--- config.mk ---
export PLATFORM = sky130hd
export DESIGN_NAME = usb_bus_arbiter_flat
export DESIGN_NICKNAME = d
export VERILOG_FILES = /design/src/rtl/usb_bus_arbiter_if.sv /design/src/rtl/usb_bus_arbiter.sv /design/src/flat_wrapper.sv
export SDC_FILE = /design/constraint.sdc
export NUM_CORES = 1
export LEC_CHECK = 0
export BUFFER_PORTS_ARGS = -buffer_cell sky130_fd_sc_hd__buf_2
export CAP_MARGIN = 20
export CORE_MARGIN = 2
export CORE_UTILIZATION = 50
export CTS_BUF_LIST = sky130_fd_sc_hd__clkbuf_2
export DETAILED_ROUTE_END_ITERATION = 6
export MAX_ROUTING_LAYER = met4
export PLACE_DENSITY = 0.8
export SLEW_MARGIN = 20
export SYNTH_ARGS = -nofsm -noshare
export SYNTH_HDL_FRONTEND = slang
export SYNTH_SLANG_ARGS = --single-unit
--- constraint.sdc ---
create_clock -name clk -period 3.4 [get_ports clk]
set_input_delay 0.51 -clock clk [delete_from_list [all_inputs] [get_ports clk]]
set_output_delay 0.51 -clock clk [all_outputs]
set_load 0.03 [all_outputs]
--- src/rtl/usb_bus_arbiter_if.sv ---
// Requester handshakes and USB controller pad signals shared by usb_bus_arbiter.
// The slave modport is the arbiter's view; the master modport is the requesters'/pads' view.
interface usb_bus_arbiter_if;
  logic        m0_rd;
  logic        m0_wr;
  logic [2:0]  m0_addr;
  logic [31:0] m0_wdata;
  logic [31:0] m0_rdata;
  logic        m0_ready;

  logic        m1_rd;
  logic        m1_wr;
  logic [2:0]  m1_addr;
  logic [31:0] m1_wdata;
  logic [31:0] m1_rdata;
  logic        m1_ready;

  logic [2:0]  bus_addr;
  logic        bus_cs_n;
  logic        bus_rd_n;
  logic        bus_wr_n;
  logic        bus_reset_n;
  logic [31:0] bus_dout;
  logic        bus_oe;
  logic [31:0] bus_din;

  modport slave (
    input  m0_rd, m0_wr, m0_addr, m0_wdata,
    input  m1_rd, m1_wr, m1_addr, m1_wdata,
    input  bus_din,
    output m0_rdata, m0_ready, m1_rdata, m1_ready,
    output bus_addr, bus_cs_n, bus_rd_n, bus_wr_n, bus_reset_n, bus_dout, bus_oe
  );

  modport master (
    output m0_rd, m0_wr, m0_addr, m0_wdata,
    output m1_rd, m1_wr, m1_addr, m1_wdata,
    output bus_din,
    input  m0_rdata, m0_ready, m1_rdata, m1_ready,
    input  bus_addr, bus_cs_n, bus_rd_n, bus_wr_n, bus_reset_n, bus_dout, bus_oe
  );
endinterface

--- src/rtl/usb_bus_arbiter.sv ---
// Two-requester arbiter sequencing setup/strobe/hold/recovery accesses on the USB controller bus.
// Define USB_BUS_FIXED_PRIO_EN to give m0 fixed priority instead of round-robin.
module usb_bus_arbiter #(
  parameter int SETUP_CYC   = 2,
  parameter int STROBE_CYC  = 4,
  parameter int HOLD_CYC    = 2,
  parameter int RECOVER_CYC = 2,
  parameter int RESET_CYC   = 16
) (
  input  logic            clk,
  input  logic            rst_n,
  usb_bus_arbiter_if.slave bif
);

  localparam int MAX_AB = (SETUP_CYC > STROBE_CYC) ? SETUP_CYC : STROBE_CYC;
  localparam int MAX_CD = (HOLD_CYC > RECOVER_CYC) ? HOLD_CYC : RECOVER_CYC;
  localparam int MAX_ABCD = (MAX_AB > MAX_CD) ? MAX_AB : MAX_CD;
  localparam int MAX_P = (MAX_ABCD > RESET_CYC) ? MAX_ABCD : RESET_CYC;
  localparam int CW = $clog2(MAX_P) + 1;

  // Counters load N-1 on state entry and the phase ends when they reach zero.
  localparam logic [CW-1:0] CNT_ONE    = CW'(1);
  localparam logic [CW-1:0] SETUP_LD   = CW'(SETUP_CYC - 1);
  localparam logic [CW-1:0] STROBE_LD  = CW'(STROBE_CYC - 1);
  localparam logic [CW-1:0] HOLD_LD    = CW'(HOLD_CYC - 1);
  localparam logic [CW-1:0] RECOVER_LD = CW'((RECOVER_CYC > 0) ? RECOVER_CYC - 1 : 0);
  localparam logic [CW-1:0] RESET_LD   = CW'(RESET_CYC - 1);

  typedef enum logic [2:0] {
    ST_RST,
    ST_IDLE,
    ST_SETUP,
    ST_STROBE,
    ST_HOLD,
    ST_RECOVER
  } state_e;

  state_e        state_q;
  logic [CW-1:0] cnt_q;
  logic          gntM1_q;
  logic          dirWr_q;
  logic [31:0]   rdataCap_q;
  logic [31:0]   m0Rdata_q;
  logic [31:0]   m1Rdata_q;
  logic          m0Ready_q;
  logic          m1Ready_q;
  logic [2:0]    busAddr_q;
  logic          busCsN_q;
  logic          busRdN_q;
  logic          busWrN_q;
  logic          busResetN_q;
  logic [31:0]   busDout_q;
  logic          busOe_q;

  logic [1:0]    pend;
  logic          pickM1;
  logic [2:0]    pickAddr;
  logic [31:0]   pickWdata;
  logic          pickWr;

  assign pend = {bif.m1_rd | bif.m1_wr, bif.m0_rd | bif.m0_wr};

`ifdef USB_BUS_FIXED_PRIO_EN
  assign pickM1 = ~pend[0];
`else
  // rrLast_q records the requester served last; the other one wins a tie.
  logic rrLast_q;
  assign pickM1 = pend[1] & (~pend[0] | ~rrLast_q);

  always_ff @(posedge clk or negedge rst_n) begin
    if (!rst_n) begin
      rrLast_q <= 1'b1;
    end else if (state_q == ST_IDLE && pend != 2'b00) begin
      rrLast_q <= pickM1;
    end
  end
`endif

  assign pickAddr  = pickM1 ? bif.m1_addr  : bif.m0_addr;
  assign pickWdata = pickM1 ? bif.m1_wdata : bif.m0_wdata;
  assign pickWr    = pickM1 ? bif.m1_wr    : bif.m0_wr;

  // Sequencer: every bus control and completion output is registered here.
  always_ff @(posedge clk or negedge rst_n) begin
    if (!rst_n) begin
      state_q     <= ST_RST;
      cnt_q       <= RESET_LD;
      gntM1_q     <= 1'b0;
      dirWr_q     <= 1'b0;
      rdataCap_q  <= '0;
      m0Rdata_q   <= '0;
      m1Rdata_q   <= '0;
      m0Ready_q   <= 1'b0;
      m1Ready_q   <= 1'b0;
      busAddr_q   <= '0;
      busCsN_q    <= 1'b1;
      busRdN_q    <= 1'b1;
      busWrN_q    <= 1'b1;
      busResetN_q <= 1'b0;
      busDout_q   <= '0;
      busOe_q     <= 1'b0;
    end else begin
      m0Ready_q <= 1'b0;
      m1Ready_q <= 1'b0;
      case (state_q)
        ST_RST: begin
          if (cnt_q == '0) begin
            busResetN_q <= 1'b1;
            state_q     <= ST_IDLE;
          end else begin
            cnt_q <= cnt_q - CNT_ONE;
          end
        end
        ST_IDLE: begin
          if (pend != 2'b00) begin
            gntM1_q   <= pickM1;
            dirWr_q   <= pickWr;
            busAddr_q <= pickAddr;
            busDout_q <= pickWdata;
            busOe_q   <= pickWr;
            busCsN_q  <= 1'b0;
            cnt_q     <= SETUP_LD;
            state_q   <= ST_SETUP;
          end
        end
        ST_SETUP: begin
          if (cnt_q == '0) begin
            busRdN_q <= dirWr_q;
            busWrN_q <= ~dirWr_q;
            cnt_q    <= STROBE_LD;
            state_q  <= ST_STROBE;
          end else begin
            cnt_q <= cnt_q - CNT_ONE;
          end
        end
        ST_STROBE: begin
          if (cnt_q == '0) begin
            busRdN_q <= 1'b1;
            busWrN_q <= 1'b1;
            if (!dirWr_q) begin
              rdataCap_q <= bif.bus_din;
            end
            // A single hold cycle means the ready pulse starts on this same edge.
            if (HOLD_CYC == 1) begin
              if (gntM1_q) begin
                m1Ready_q <= 1'b1;
                if (!dirWr_q) m1Rdata_q <= bif.bus_din;
              end else begin
                m0Ready_q <= 1'b1;
                if (!dirWr_q) m0Rdata_q <= bif.bus_din;
              end
            end
            cnt_q   <= HOLD_LD;
            state_q <= ST_HOLD;
          end else begin
            cnt_q <= cnt_q - CNT_ONE;
          end
        end
        ST_HOLD: begin
          if (cnt_q == CNT_ONE) begin
            if (gntM1_q) begin
              m1Ready_q <= 1'b1;
              if (!dirWr_q) m1Rdata_q <= rdataCap_q;
            end else begin
              m0Ready_q <= 1'b1;
              if (!dirWr_q) m0Rdata_q <= rdataCap_q;
            end
          end
          if (cnt_q == '0) begin
            busCsN_q <= 1'b1;
            busOe_q  <= 1'b0;
            if (RECOVER_CYC == 0) begin
              state_q <= ST_IDLE;
            end else begin
              cnt_q   <= RECOVER_LD;
              state_q <= ST_RECOVER;
            end
          end else begin
            cnt_q <= cnt_q - CNT_ONE;
          end
        end
        ST_RECOVER: begin
          if (cnt_q == '0) begin
            state_q <= ST_IDLE;
          end else begin
            cnt_q <= cnt_q - CNT_ONE;
          end
        end
        default: begin
          state_q <= ST_IDLE;
        end
      endcase
    end
  end

  assign bif.m0_rdata    = m0Rdata_q;
  assign bif.m1_rdata    = m1Rdata_q;
  assign bif.m0_ready    = m0Ready_q;
  assign bif.m1_ready    = m1Ready_q;
  assign bif.bus_addr    = busAddr_q;
  assign bif.bus_cs_n    = busCsN_q;
  assign bif.bus_rd_n    = busRdN_q;
  assign bif.bus_wr_n    = busWrN_q;
  assign bif.bus_reset_n = busResetN_q;
  assign bif.bus_dout    = busDout_q;
  assign bif.bus_oe      = busOe_q;

endmodule
--- src/flat_wrapper.sv ---
// flat-port wrapper written by rule: the top's interface ports become plain ports
module usb_bus_arbiter_flat 
#(
  parameter int SETUP_CYC   = 2,
  parameter int STROBE_CYC  = 4,
  parameter int HOLD_CYC    = 2,
  parameter int RECOVER_CYC = 2,
  parameter int RESET_CYC   = 16
)
  (clk, rst_n, bif_m0_rd, bif_m0_wr, bif_m0_addr, bif_m0_wdata, bif_m1_rd, bif_m1_wr, bif_m1_addr, bif_m1_wdata, bif_bus_din, bif_m0_rdata, bif_m0_ready, bif_m1_rdata, bif_m1_ready, bif_bus_addr, bif_bus_cs_n, bif_bus_rd_n, bif_bus_wr_n, bif_bus_reset_n, bif_bus_dout, bif_bus_oe);
  usb_bus_arbiter_if bif_i ();
  input  logic clk;
  input  logic rst_n;
  input wire logic [$bits(bif_i.m0_rd)-1:0] bif_m0_rd;
  input wire logic [$bits(bif_i.m0_wr)-1:0] bif_m0_wr;
  input wire logic [$bits(bif_i.m0_addr)-1:0] bif_m0_addr;
  input wire logic [$bits(bif_i.m0_wdata)-1:0] bif_m0_wdata;
  input wire logic [$bits(bif_i.m1_rd)-1:0] bif_m1_rd;
  input wire logic [$bits(bif_i.m1_wr)-1:0] bif_m1_wr;
  input wire logic [$bits(bif_i.m1_addr)-1:0] bif_m1_addr;
  input wire logic [$bits(bif_i.m1_wdata)-1:0] bif_m1_wdata;
  input wire logic [$bits(bif_i.bus_din)-1:0] bif_bus_din;
  output wire logic [$bits(bif_i.m0_rdata)-1:0] bif_m0_rdata;
  output wire logic [$bits(bif_i.m0_ready)-1:0] bif_m0_ready;
  output wire logic [$bits(bif_i.m1_rdata)-1:0] bif_m1_rdata;
  output wire logic [$bits(bif_i.m1_ready)-1:0] bif_m1_ready;
  output wire logic [$bits(bif_i.bus_addr)-1:0] bif_bus_addr;
  output wire logic [$bits(bif_i.bus_cs_n)-1:0] bif_bus_cs_n;
  output wire logic [$bits(bif_i.bus_rd_n)-1:0] bif_bus_rd_n;
  output wire logic [$bits(bif_i.bus_wr_n)-1:0] bif_bus_wr_n;
  output wire logic [$bits(bif_i.bus_reset_n)-1:0] bif_bus_reset_n;
  output wire logic [$bits(bif_i.bus_dout)-1:0] bif_bus_dout;
  output wire logic [$bits(bif_i.bus_oe)-1:0] bif_bus_oe;
  assign bif_i.m0_rd = bif_m0_rd;
  assign bif_i.m0_wr = bif_m0_wr;
  assign bif_i.m0_addr = bif_m0_addr;
  assign bif_i.m0_wdata = bif_m0_wdata;
  assign bif_i.m1_rd = bif_m1_rd;
  assign bif_i.m1_wr = bif_m1_wr;
  assign bif_i.m1_addr = bif_m1_addr;
  assign bif_i.m1_wdata = bif_m1_wdata;
  assign bif_i.bus_din = bif_bus_din;
  assign bif_m0_rdata = bif_i.m0_rdata;
  assign bif_m0_ready = bif_i.m0_ready;
  assign bif_m1_rdata = bif_i.m1_rdata;
  assign bif_m1_ready = bif_i.m1_ready;
  assign bif_bus_addr = bif_i.bus_addr;
  assign bif_bus_cs_n = bif_i.bus_cs_n;
  assign bif_bus_rd_n = bif_i.bus_rd_n;
  assign bif_bus_wr_n = bif_i.bus_wr_n;
  assign bif_bus_reset_n = bif_i.bus_reset_n;
  assign bif_bus_dout = bif_i.bus_dout;
  assign bif_bus_oe = bif_i.bus_oe;
  usb_bus_arbiter #(.SETUP_CYC(SETUP_CYC), .STROBE_CYC(STROBE_CYC), .HOLD_CYC(HOLD_CYC), .RECOVER_CYC(RECOVER_CYC), .RESET_CYC(RESET_CYC)) u_core (.clk(clk), .rst_n(rst_n), .bif(bif_i));
endmodule
==> reports/results.txt <==
Iter 0 DRT Violations = 305
Hpwl dp = 9773 microns
Final instance area = 8413 sq um
CTS tree = done
P&R area growth vs syn = 34.86%
Die Span X = 115.7 microns
CTS Buf Count = 17
Placed Area = 7442 sq um
Startpoint Class = flip-flop
Clk_lat worst skew = 0.70 ns
Min Clock Period, post-route = 2.740 ns
Initial core utilization = 0.5151
Synth top area cells = dfrtp_1 (57%), mux2_1 (7.2%), mux2_4 (7.2%)
RSZ-0062 raised after global routing = no
Port Buffer Count = 213
CTS root buf = clkbuf_2
Fmax = 365.0 MHz
Fin. max-slew vios = 0
Placeable Area = 12,110 sq um
CP max-delay cell = or4_2
Initial antenna violation count = 0
DR vias/cell = 5.127
Number of vias in the routed layout = 4,737
Arrival time worst endpoint = 3.32 ns
Count leader, synth = dfrtp_1
Tcrit/Tclk final = 0.8057
Netlist cell types = 42
Synth Warn # = 0
Share of post-route cells with drive strength above 1 = 0.4233
Crit-path max cell delay = 0.55 ns
Syn_nets = 570
Total track usage = 0.2481
Synthesized cell area = 6238 sq um
Main synth FF type = dfrtp_1
FF+latch count, synth = 149
Top Family by Delay on Critical Path = simple AND/OR/NAND/NOR gates
Final WL = 15,570 microns
Synth area leader = dfrtp_1
FP Rows = 40
First-pass GRT wire length = 24,680 microns
Mean Syn Cell Area = 13.59 sq um
Die H = 115.7 microns
Gr ovfl total = 0
Detail Route Antenna Nets = 0
DRC = 0
Reg clk slew, reported paths = 0.22 ns
DP Worst Slack = 0.7161 ns
Max clock buf depth = 2
Commonest cells post-synth = dfrtp_1 (141), nand2_1 (47), mux2_1 (40)
Largest net degree at the start of global routing = 97
Setup Skew = 0.03015 ns
Async S/R FF share, synth = 1.000
ANT cells = 0
Final setup vio count = 0
TNS Setup = 0 ns
Die ar. = 13,390 sq um
# clock sinks = 149
Max-cap violations = 0
WP data required = 3.98 ns
Syn Inst Count = 459
Post-synth EDFFs = 0
IO Count = 214
Critical path buffers and inverters = 2
CTS H-Tree Depth = 4
Status = finished, final reports clean
Setup bufs post-CTS = 0
Crit-path cells = inv_1 -> ha_1 -> nor4b_4 -> nand2_1 -> or4_2 -> buf_4 -> mux2_4
CP Capture Type = flip-flop
Worst min path class = primary input to flip-flop
PD cells = 702.2 nW/um^2
Slew margin rel. = 0.4103
Initial DRT Pass Iterations = 4
Top cell type's share of synthesized area = 0.5656
CP Max Fanout = 32
Final setup slack of the worst path = 0.6605 ns
Maximum vdd drop = 0.5369 mV
Vias in the first global route = 5,044
Final Hold Vio Count = 0
Gp weighted congestion = 0.8073
Seq/Total Area, Yosys = 0.5993
Post_cts resized = 0
Least-Margin Pin Slew = 0.8846 ns
Crit Path Class = flip-flop to flip-flop
DR WL/cell = 16.85 microns
Layout Nets = 854
Leakage = 4.423 nW
## layout make-up
type	count	area [sq um]
flip-flops and latches	149	3739
fillers	862	3699
multi-input cells	277	2337
repair buffers	293	1868
well taps	168	210.2
clock inverters	15	155.1
clock buffers	17	85.08
inverters	5	18.77
## final timing paths
path                       cells past startpoint                       to  slack (ns)           startpoint
min in group asynchronous                      2  u_core.bif.m0_rdata[23]        0.44                rst_n
max in group asynchronous                      3          u_core.cnt_q[2]        2.11                rst_n
max                                            7    u_core.rdataCap_q[20]        0.66      u_core.cnt_q[1]
min                                            3  u_core.bif.bus_dout[18]        0.09     bif_m1_wdata[18]
max reg2reg                                    7    u_core.rdataCap_q[20]        0.66      u_core.cnt_q[1]
min reg2reg                                    2      u_core.bif.bus_cs_n        0.48  u_core.bif.bus_cs_n
## per-layer routing
layer  global-route usage  vias up  share of wire
li1                     -     2179              -
met1               0.2894     2309           0.41
met2               0.4172      218           0.50
met3              0.06172       31          0.062
met4              0.09286        0          0.024
met5                    -        -              0
## worst reg2reg max path, cell delays in order, from the launching register on
cell,delay (ns)
dfstp_2,0.43
inv_1,0.11
ha_1,0.16
nor4b_4,0.47
nand2_1,0.19
or4_2,0.56
buf_4,0.33
mux2_4,0.40
## state kept, by name (all words and copies together), names as in the netlist
name,flops
u_core.dirWr_q,1
u_core.state_q,3
u_core.bif.m1_ready,1
u_core.bif.bus_addr,3
u_core.rdataCap_q,32
u_core.bif.m1_rdata,32
u_core.cnt_q,5
u_core.rrLast_q,1
u_core.gntM1_q,1
u_core.bif.m0_ready,1
u_core.bif.bus_oe,1
u_core.bif.bus_reset_n,1
u_core.bif.bus_rd_n,1
u_core.bif.bus_wr_n,1
u_core.bif.bus_dout,32
u_core.bif.bus_cs_n,1
u_core.bif.m0_rdata,32
## logic make-up (layout without fill, tap and decap cells)
| group | Yosys count | after routing | synth area share |
|---|---|---|---|
| compound gates | 63 | 63 | 0.05676 |
| fa+ha+maj | 3 | 3 | 0.006017 |
| buf+inv | 33 | 330 | 0.02908 |
| flops | 149 | 149 | 0.5993 |
| mux | 131 | 131 | 0.2475 |
| simple gates | 80 | 80 | 0.06138 |
## stage by stage
step	total power, mW	cells	hold slack [ns]	utilization
after floorplan	4.154	459	0.2144	-
after global placement	4.681	819	0.4470	0.6145
after detailed placement	4.794	819	0.4481	0.6145
after CTS	5.901	921	0.0008277	0.6921
after global routing	6.292	924	0.004067	0.6946
final	5.908	924	0.08978	0.6946
## placed cells by master (no fill, tap or decap), types with 3 or more instances in the layout
| cell type | instances |
|---|---|
| a21oi_1 | 5 |
| a22o_1 | 3 |
| buf_2 | 212 |
| buf_4 | 6 |
| clkbuf_2 | 17 |
| clkinvlp_4 | 3 |
| dfrtp_1 | 141 |
| dfstp_2 | 8 |
| dlygate4sd3_1 | 73 |
| ha_1 | 3 |
| inv_1 | 5 |
| inv_6 | 3 |
| mux2_1 | 40 |
| mux2_2 | 26 |
| mux2_4 | 30 |
| mux2i_1 | 35 |
| nand2_1 | 47 |
| nor2_1 | 10 |
| nor2b_1 | 4 |
| o21ai_0 | 9 |
| o21ai_1 | 36 |
## repair_timing
action	CTS	global route
hold endpoints to repair	150	3
hold buffers	70	3
setup endpoints to repair	0	0
## report_power, final
| part | switching, mW | leakage (nW) | total (mW) | internal, mW |
|---|---|---|---|---|
| Clock | 0.653 | 0.138 | 0.995 | 0.343 |
| Combinational | 1.24 | 2.46 | 2.18 | 0.938 |
| Sequential | 0.412 | 1.83 | 2.73 | 2.32 |
| Total | 2.31 | 4.42 | 5.91 | 3.60 |
Power figures use the tool's default switching activity.
